--- src/rtl/axi_rt_cfg_bridge.sv ---
// axi_rt_cfg_bridge
// Connects one AXI4-Lite manager to the register-bus config port of
// axi_rt_unit_top. Only one transaction is in flight at a time.
//
//   state | meaning
//   IDLE  | waiting for an eligible AW+W pair or an AR
//   WREQ  | write presented on cfg_*, waiting for cfg_ready_i
//   RREQ  | read presented on cfg_*, waiting for cfg_ready_i
//   WRSP  | B response presented, waiting for b_ready_i
//   RRSP  | R response presented, waiting for r_ready_i
module axi_rt_cfg_bridge #(
  parameter int AddrWidth     = 32,
  parameter int RegIdWidth    = 2,
  parameter int TimeoutCycles = 0,
  parameter int CntWidth      = 16
) (
  input  logic                  clk_i,
  input  logic                  rst_i,

  input  logic [AddrWidth-1:0]  aw_addr_i,
  input  logic [RegIdWidth-1:0] aw_user_i,
  input  logic                  aw_valid_i,
  output logic                  aw_ready_o,

  input  logic [31:0]           w_data_i,
  input  logic [3:0]            w_strb_i,
  input  logic                  w_valid_i,
  output logic                  w_ready_o,

  output logic [1:0]            b_resp_o,
  output logic                  b_valid_o,
  input  logic                  b_ready_i,

  input  logic [AddrWidth-1:0]  ar_addr_i,
  input  logic [RegIdWidth-1:0] ar_user_i,
  input  logic                  ar_valid_i,
  output logic                  ar_ready_o,

  output logic [31:0]           r_data_o,
  output logic [1:0]            r_resp_o,
  output logic                  r_valid_o,
  input  logic                  r_ready_i,

  output logic [AddrWidth-1:0]  cfg_addr_o,
  output logic [31:0]           cfg_wdata_o,
  output logic [3:0]            cfg_wstrb_o,
  output logic                  cfg_write_o,
  output logic                  cfg_valid_o,
  input  logic [31:0]           cfg_rdata_i,
  input  logic                  cfg_error_i,
  input  logic                  cfg_ready_i,
  output logic [RegIdWidth-1:0] reg_id_o
);

  localparam logic [2:0] S_IDLE = 3'd0;
  localparam logic [2:0] S_WREQ = 3'd1;
  localparam logic [2:0] S_RREQ = 3'd2;
  localparam logic [2:0] S_WRSP = 3'd3;
  localparam logic [2:0] S_RRSP = 3'd4;

  localparam logic [1:0] RESP_OKAY   = 2'b00;
  localparam logic [1:0] RESP_SLVERR = 2'b10;

  // With the timeout disabled the compare value is unused; keep it legal.
  localparam bit                  TO_EN   = (TimeoutCycles > 0);
  localparam logic [CntWidth-1:0] TO_LAST = TO_EN ? CntWidth'(TimeoutCycles - 1) : '0;

  logic [2:0]            r_state;
  logic                  r_prio;   // 0: write wins a tie, 1: read wins
  logic [CntWidth-1:0]   r_cnt;
  logic [AddrWidth-1:0]  r_addr;
  logic [31:0]           r_wdata;
  logic [3:0]            r_wstrb;
  logic [RegIdWidth-1:0] r_id;
  logic [1:0]            r_bresp;
  logic [31:0]           r_rdata;
  logic [1:0]            r_rresp;

  logic w_idle;
  logic w_w_elig;
  logic w_r_elig;
  logic w_grant_w;
  logic w_grant_r;
  logic w_in_req;
  logic w_timeout;

  // Arbitration between a complete write (AW+W) and a read in IDLE.
  always_comb begin
    w_idle    = (r_state == S_IDLE);
    w_w_elig  = aw_valid_i && w_valid_i;
    w_r_elig  = ar_valid_i;
    w_grant_w = w_idle && w_w_elig && (!w_r_elig || !r_prio);
    w_grant_r = w_idle && w_r_elig && (!w_w_elig ||  r_prio);
    w_in_req  = (r_state == S_WREQ) || (r_state == S_RREQ);
    // cfg_ready_i in the last allowed cycle wins over the timeout.
    w_timeout = TO_EN && w_in_req && !cfg_ready_i && (r_cnt == TO_LAST);
  end

  // Readies are gated by reset so nothing is granted while rst_i is high.
  always_comb begin
    aw_ready_o  = !rst_i && w_grant_w;
    w_ready_o   = !rst_i && w_grant_w;
    ar_ready_o  = !rst_i && w_grant_r;
    cfg_valid_o = w_in_req;
    cfg_write_o = (r_state == S_WREQ);
    cfg_addr_o  = r_addr;
    cfg_wdata_o = r_wdata;
    cfg_wstrb_o = r_wstrb;
    reg_id_o    = r_id;
    b_valid_o   = (r_state == S_WRSP);
    b_resp_o    = r_bresp;
    r_valid_o   = (r_state == S_RRSP);
    r_data_o    = r_rdata;
    r_resp_o    = r_rresp;
  end

  // Transaction FSM with request latching, timeout counter and response capture.
  always_ff @(posedge clk_i or posedge rst_i) begin
    if (rst_i) begin
      r_state <= S_IDLE;
      r_prio  <= 1'b0;
      r_cnt   <= '0;
      r_addr  <= '0;
      r_wdata <= '0;
      r_wstrb <= '0;
      r_id    <= '0;
      r_bresp <= RESP_OKAY;
      r_rdata <= '0;
      r_rresp <= RESP_OKAY;
    end else begin
      case (r_state)
        S_IDLE: begin
          if (w_grant_w) begin
            r_addr  <= aw_addr_i;
            r_wdata <= w_data_i;
            r_wstrb <= w_strb_i;
            r_id    <= aw_user_i;
            r_cnt   <= '0;
            r_prio  <= ~r_prio;
            r_state <= S_WREQ;
          end else if (w_grant_r) begin
            // Reads present zero write data and strobes on the bus.
            r_addr  <= ar_addr_i;
            r_wdata <= '0;
            r_wstrb <= '0;
            r_id    <= ar_user_i;
            r_cnt   <= '0;
            r_prio  <= ~r_prio;
            r_state <= S_RREQ;
          end
        end
        S_WREQ: begin
          if (cfg_ready_i) begin
            r_bresp <= cfg_error_i ? RESP_SLVERR : RESP_OKAY;
            r_state <= S_WRSP;
          end else if (w_timeout) begin
            r_bresp <= RESP_SLVERR;
            r_state <= S_WRSP;
          end else begin
            r_cnt <= r_cnt + CntWidth'(1);
          end
        end
        S_RREQ: begin
          if (cfg_ready_i) begin
            r_rdata <= cfg_rdata_i;
            r_rresp <= cfg_error_i ? RESP_SLVERR : RESP_OKAY;
            r_state <= S_RRSP;
          end else if (w_timeout) begin
            r_rdata <= '0;
            r_rresp <= RESP_SLVERR;
            r_state <= S_RRSP;
          end else begin
            r_cnt <= r_cnt + CntWidth'(1);
          end
        end
        S_WRSP: begin
          if (b_ready_i) r_state <= S_IDLE;
        end
        S_RRSP: begin
          if (r_ready_i) r_state <= S_IDLE;
        end
        default: r_state <= S_IDLE;
      endcase
    end
  end

endmodule

--- config.mk ---
export PLATFORM = sky130hd
export DESIGN_NAME = axi_rt_cfg_bridge
export DESIGN_NICKNAME = d
export VERILOG_FILES = /design/src/rtl/axi_rt_cfg_bridge.sv
export SDC_FILE = /design/constraint.sdc
export NUM_CORES = 1
export LEC_CHECK = 0
export BUFFER_PORTS_ARGS = -buffer_cell sky130_fd_sc_hd__buf_2
export CAP_MARGIN = 20
export CORE_AREA = 2 2 99 101
export CTS_BUF_LIST = sky130_fd_sc_hd__clkbuf_2 sky130_fd_sc_hd__clkbuf_4 sky130_fd_sc_hd__clkbuf_8
export DETAILED_ROUTE_END_ITERATION = 10
export DIE_AREA = 0 0 101 103
export GPL_ROUTABILITY_DRIVEN = 0
export PLACE_DENSITY = 0.87
export SYNTH_ARGS = -nofsm -noshare
export SYNTH_HDL_FRONTEND = slang
export SYNTH_SLANG_ARGS = --single-unit
--- constraint.sdc ---
create_clock -name clk_i -period 8.7 [get_ports clk_i]
set_clock_uncertainty 0.15 [all_clocks]
set_input_delay 1.305 -clock clk_i [delete_from_list [all_inputs] [get_ports clk_i]]
set_output_delay 1.305 -clock clk_i [all_outputs]
set_load 0.01 [all_outputs]
==> results.md <==
| Parameter | Reported | Unit |
| --- | --- | --- |
| Status | finished clean | - |
| Post-CTS setup buffer count | 0 | - |
| Cell accounting for the most synthesized area | sky130_fd_sc_hd__dfrtp_1 | - |
| CTS root buf | sky130_fd_sc_hd__clkbuf_8 | - |
| Unrepaired setup endpoints after global routing | no | - |
| Length of the first detailed-routing pass in iterations | 4 | - |
| Via total after detailed routing | 3535 | - |
| Slowest Stage Delay on Critical Path | 0.47 | ns |
| Cell types with the highest counts after synthesis | sky130_fd_sc_hd__dfrtp_1, sky130_fd_sc_hd__nand2_1, sky130_fd_sc_hd__a22o_1 | - |
| Post-route clock period utilization | 43.4 | % |
| Floorplan core area | 9460 | um^2 |
| Final wirelength | 10900 | um |
| Global router's overall resource usage | 19.8 | % |
| Overall power consumption | 0.00198 | W |
| Number of DRC violations after detailed routing | 0 | - |
| Final number of hold-violating endpoints | 0 | - |
| Overall die height | 103 | um |
| Number of nets at the end of the flow | 728 | - |
| Area contributors post-synth | sky130_fd_sc_hd__dfrtp_1, sky130_fd_sc_hd__mux2_2, sky130_fd_sc_hd__mux2i_1 | - |
| Cell with the most instances after synthesis | sky130_fd_sc_hd__dfrtp_1 | - |
| Synth unique cells | 32 | - |
| First-pass GRT wire length | 16100 | um |
| Kind of start point of the critical path | primary input | - |
| Number of max-cap violations | 0 | - |
| Netlist area before placement | 4480 | um^2 |
| Setup-violating endpoint count in the final report | 0 | - |
| Tightest Hold Check Type | flip-flop to flip-flop | - |
| FMAX | 265 | MHz |
| Setup total negative slack | 0 | ns |
| Part of the Yosys area used for sequential elements | 60.3 | % |
| I/O pin count | 258 | - |
| Row count | 36 | - |
| Largest net degree at the start of global routing | 106 | - |
| Crit end category | output pin | - |
| Register bit count reported by yosys | 108 | - |
| Clock tree from TritonCTS | yes | - |
| Normalized max-slew margin | 35.3 | % |
| Standard cell with the maximum stage delay on the critical path | sky130_fd_sc_hd__buf_4 | - |
| Async set-reset flop share out of synthesis | 100 | % |
| Vias per cell | 5.04 | - |
| Critical path data required time | 7.24 | ns |
| WP buf/inv | 3 | - |
| Post-DP HPWL | 8120 | um |
| Overflow left after global routing | 0 | - |
| First DRT Iteration DRCs | 56 | - |
| Wirelength per Cell | 15.6 | um |
| Remaining antenna violation count after routing | 0 | - |
| Number of synthesized flops with an enable pin | 0 | - |
| Share of post-route cells with drive strength above 1 | 53.5 | % |
| Data arrival at the endpoint of the critical path | 2.32 | ns |
| Maximum fanout encountered on the critical timing path | 35 | - |
| Time the worst path needs with I/O delays and setup | 3.77 | ns |
| Post-synthesis area per instance | 13.2 | um^2 |
| Share of Yosys cell area claimed by the top area cell type | 60.3 | % |
| H-Tree Depth | 3 | - |
| Source-to-sink clock delay at the later pin of the worst-skew pair | 0.35 | ns |
| Max rail drop VDD | 0.209 | mV |
| Number of buffers inserted by hold repair at cts | 0 | - |
| Ant. Diodes | 0 | - |
| Leakage power summed over all cells | 3.36 | nW |
| YS warnings | 0 | - |
| Total CTS buffers | 9 | - |
| Most repeated library cell on the critical path | sky130_fd_sc_hd__buf_2 | - |
| Worst setup path category | primary input to output pin | - |
| Input/output buffers | 255 | - |
| TritonCTS Sinks | 108 | - |
| Number of global-route vias before repair | 3511 | - |
| Layout area overhead | 33.2 | % |
| Clock-pin slew reported for the worst setup and hold paths after clock tree synthesis | 0.09 | ns |
| Cell type group with the largest total delay on the critical path | buffers and inverters | - |
| DIE WIDTH | 101 | um |
| Die Area | 10400 | um^2 |
| Leading register cell type out of synthesis | sky130_fd_sc_hd__dfrtp_1 | - |
| Pins over their slew limit | 0 | - |
| Post-CTS sizing | 0 | - |
| Cell Pwr Density | 331 | nW/um^2 |
| Worst Tran Pin Value | 0.970 | ns |
| Initial antenna violation count | 0 | - |
| Number of cells produced by synthesis | 340 | - |
| Starting density of the core | 47.4 | % |
| Cell chain of the critical path | buf_2 > nand2_1 > nand4_1 > buf_4 > nor2_1 > buf_2 | - |
| Largest buffer count on any clock path | 2 | - |
## path summary, 6_finish.rpt
path	from	to	slack [ns]	cells past startpoint
max	ar_valid_i	aw_ready_o	4.93	6
min	cfg_addr_o[10]	cfg_addr_o[10]	0.33	2
max reg2reg	r_state[0]	cfg_wstrb_o[0]	6.38	3
min reg2reg	cfg_addr_o[10]	cfg_addr_o[10]	0.33	2
max in group asynchronous	rst_i	cfg_wdata_o[15]	6.31	3
min in group asynchronous	rst_i	cfg_addr_o[7]	0.86	2
## worst reg2reg max path: stages (launching register included)
cell and delay [ns]:
sky130_fd_sc_hd__dfrtp_1 0.56, sky130_fd_sc_hd__nor3_2 0.40, sky130_fd_sc_hd__nand2b_4 0.54, sky130_fd_sc_hd__a22o_1 0.54
## placed cells by master (no fill, tap or decap), drive strengths merged
| master | instances |
|---|---|
| nor4b | 1 |
| buf | 259 |
| nor2 | 5 |
| clkbuf | 11 |
| mux2 | 34 |
| bufinv | 3 |
| clkinvlp | 1 |
| conb | 2 |
| or2 | 1 |
| nor4 | 1 |
| nand4 | 1 |
| nand3 | 1 |
| a22o | 36 |
| dfrtp | 108 |
| nor4bb | 1 |
| inv | 1 |
| a211o | 1 |
| nor3 | 3 |
| o41ai | 1 |
| a21oi | 1 |
| nand2b | 1 |
| xnor2 | 2 |
| o21ai | 35 |
| and4 | 1 |
| nand2 | 38 |
| and2 | 1 |
| o22a | 1 |
| nor3b | 1 |
| mux2i | 35 |
## logic make-up (layout without fill, tap and decap cells)
family                    Yosys count  after routing  share of synthesized area, %
buffers and inverters              29            275                          4.97
AOI/OAI and AO/OA                  75             75                          11.7
muxes                              69             69                          16.4
and+or+nand+nor                    56             56                          6.23
other                               1              2                        0.0837
DFF                               108            108                          60.3
xor gates and xnor gates            2              2                         0.391
## final cells by class
class | instances | area [um^2]
tap | 114 | 143
multi-input combinational | 204 | 1570
clock inverter | 4 | 97.6
timing repair buffer | 259 | 1310
sequential | 108 | 2700
fill | 770 | 3490
clock buffer | 11 | 145
inverter | 1 | 6.26
## through the flow
stage / worst slack (ns) / std cells / util, % / instance area (um^2) / hold WS [ns]
2_1_floorplan: 3.15 / 341 / - / 4490 / 0.296
4_1_cts: 4.92 / 701 / 63.1 / 5970 / 0.340
6_report: 4.93 / 701 / 63.1 / 5970 / 0.333
5_1_grt: 4.82 / 701 / 63.1 / 5970 / 0.358
3_3_place_gp: 4.97 / 686 / 60.5 / 5730 / 0.310
3_5_place_dp: 4.92 / 686 / 60.5 / 5730 / 0.319
## layer usage
metal,share of wire [%],vias up,GRT usage (%)
li1,-,1689,-
met1,40,1668,22.6
met4,2.2,0,9.56
met3,7.5,22,5.02
met2,50,156,35.0
met5,0,-,0
## flip-flops by register name (all words and copies together) (netlist names)
| name | cells |
|---|---|
| cfg_addr_o | 32 |
| cfg_wdata_o | 32 |
| r_data_o | 32 |
| cfg_wstrb_o | 4 |
| r_state | 3 |
| reg_id_o | 2 |
| b_resp_o | 1 |
| r_prio | 1 |
| r_resp_o | 1 |
## power breakdown
group          total (W)  switching [W]  internal (W)
clock           0.000360       0.000159      0.000201
sequential      0.000838       0.000126      0.000712
combinational   0.000779       0.000414      0.000364
total            0.00198       0.000700       0.00128
Power figures use the tool's default switching activity.
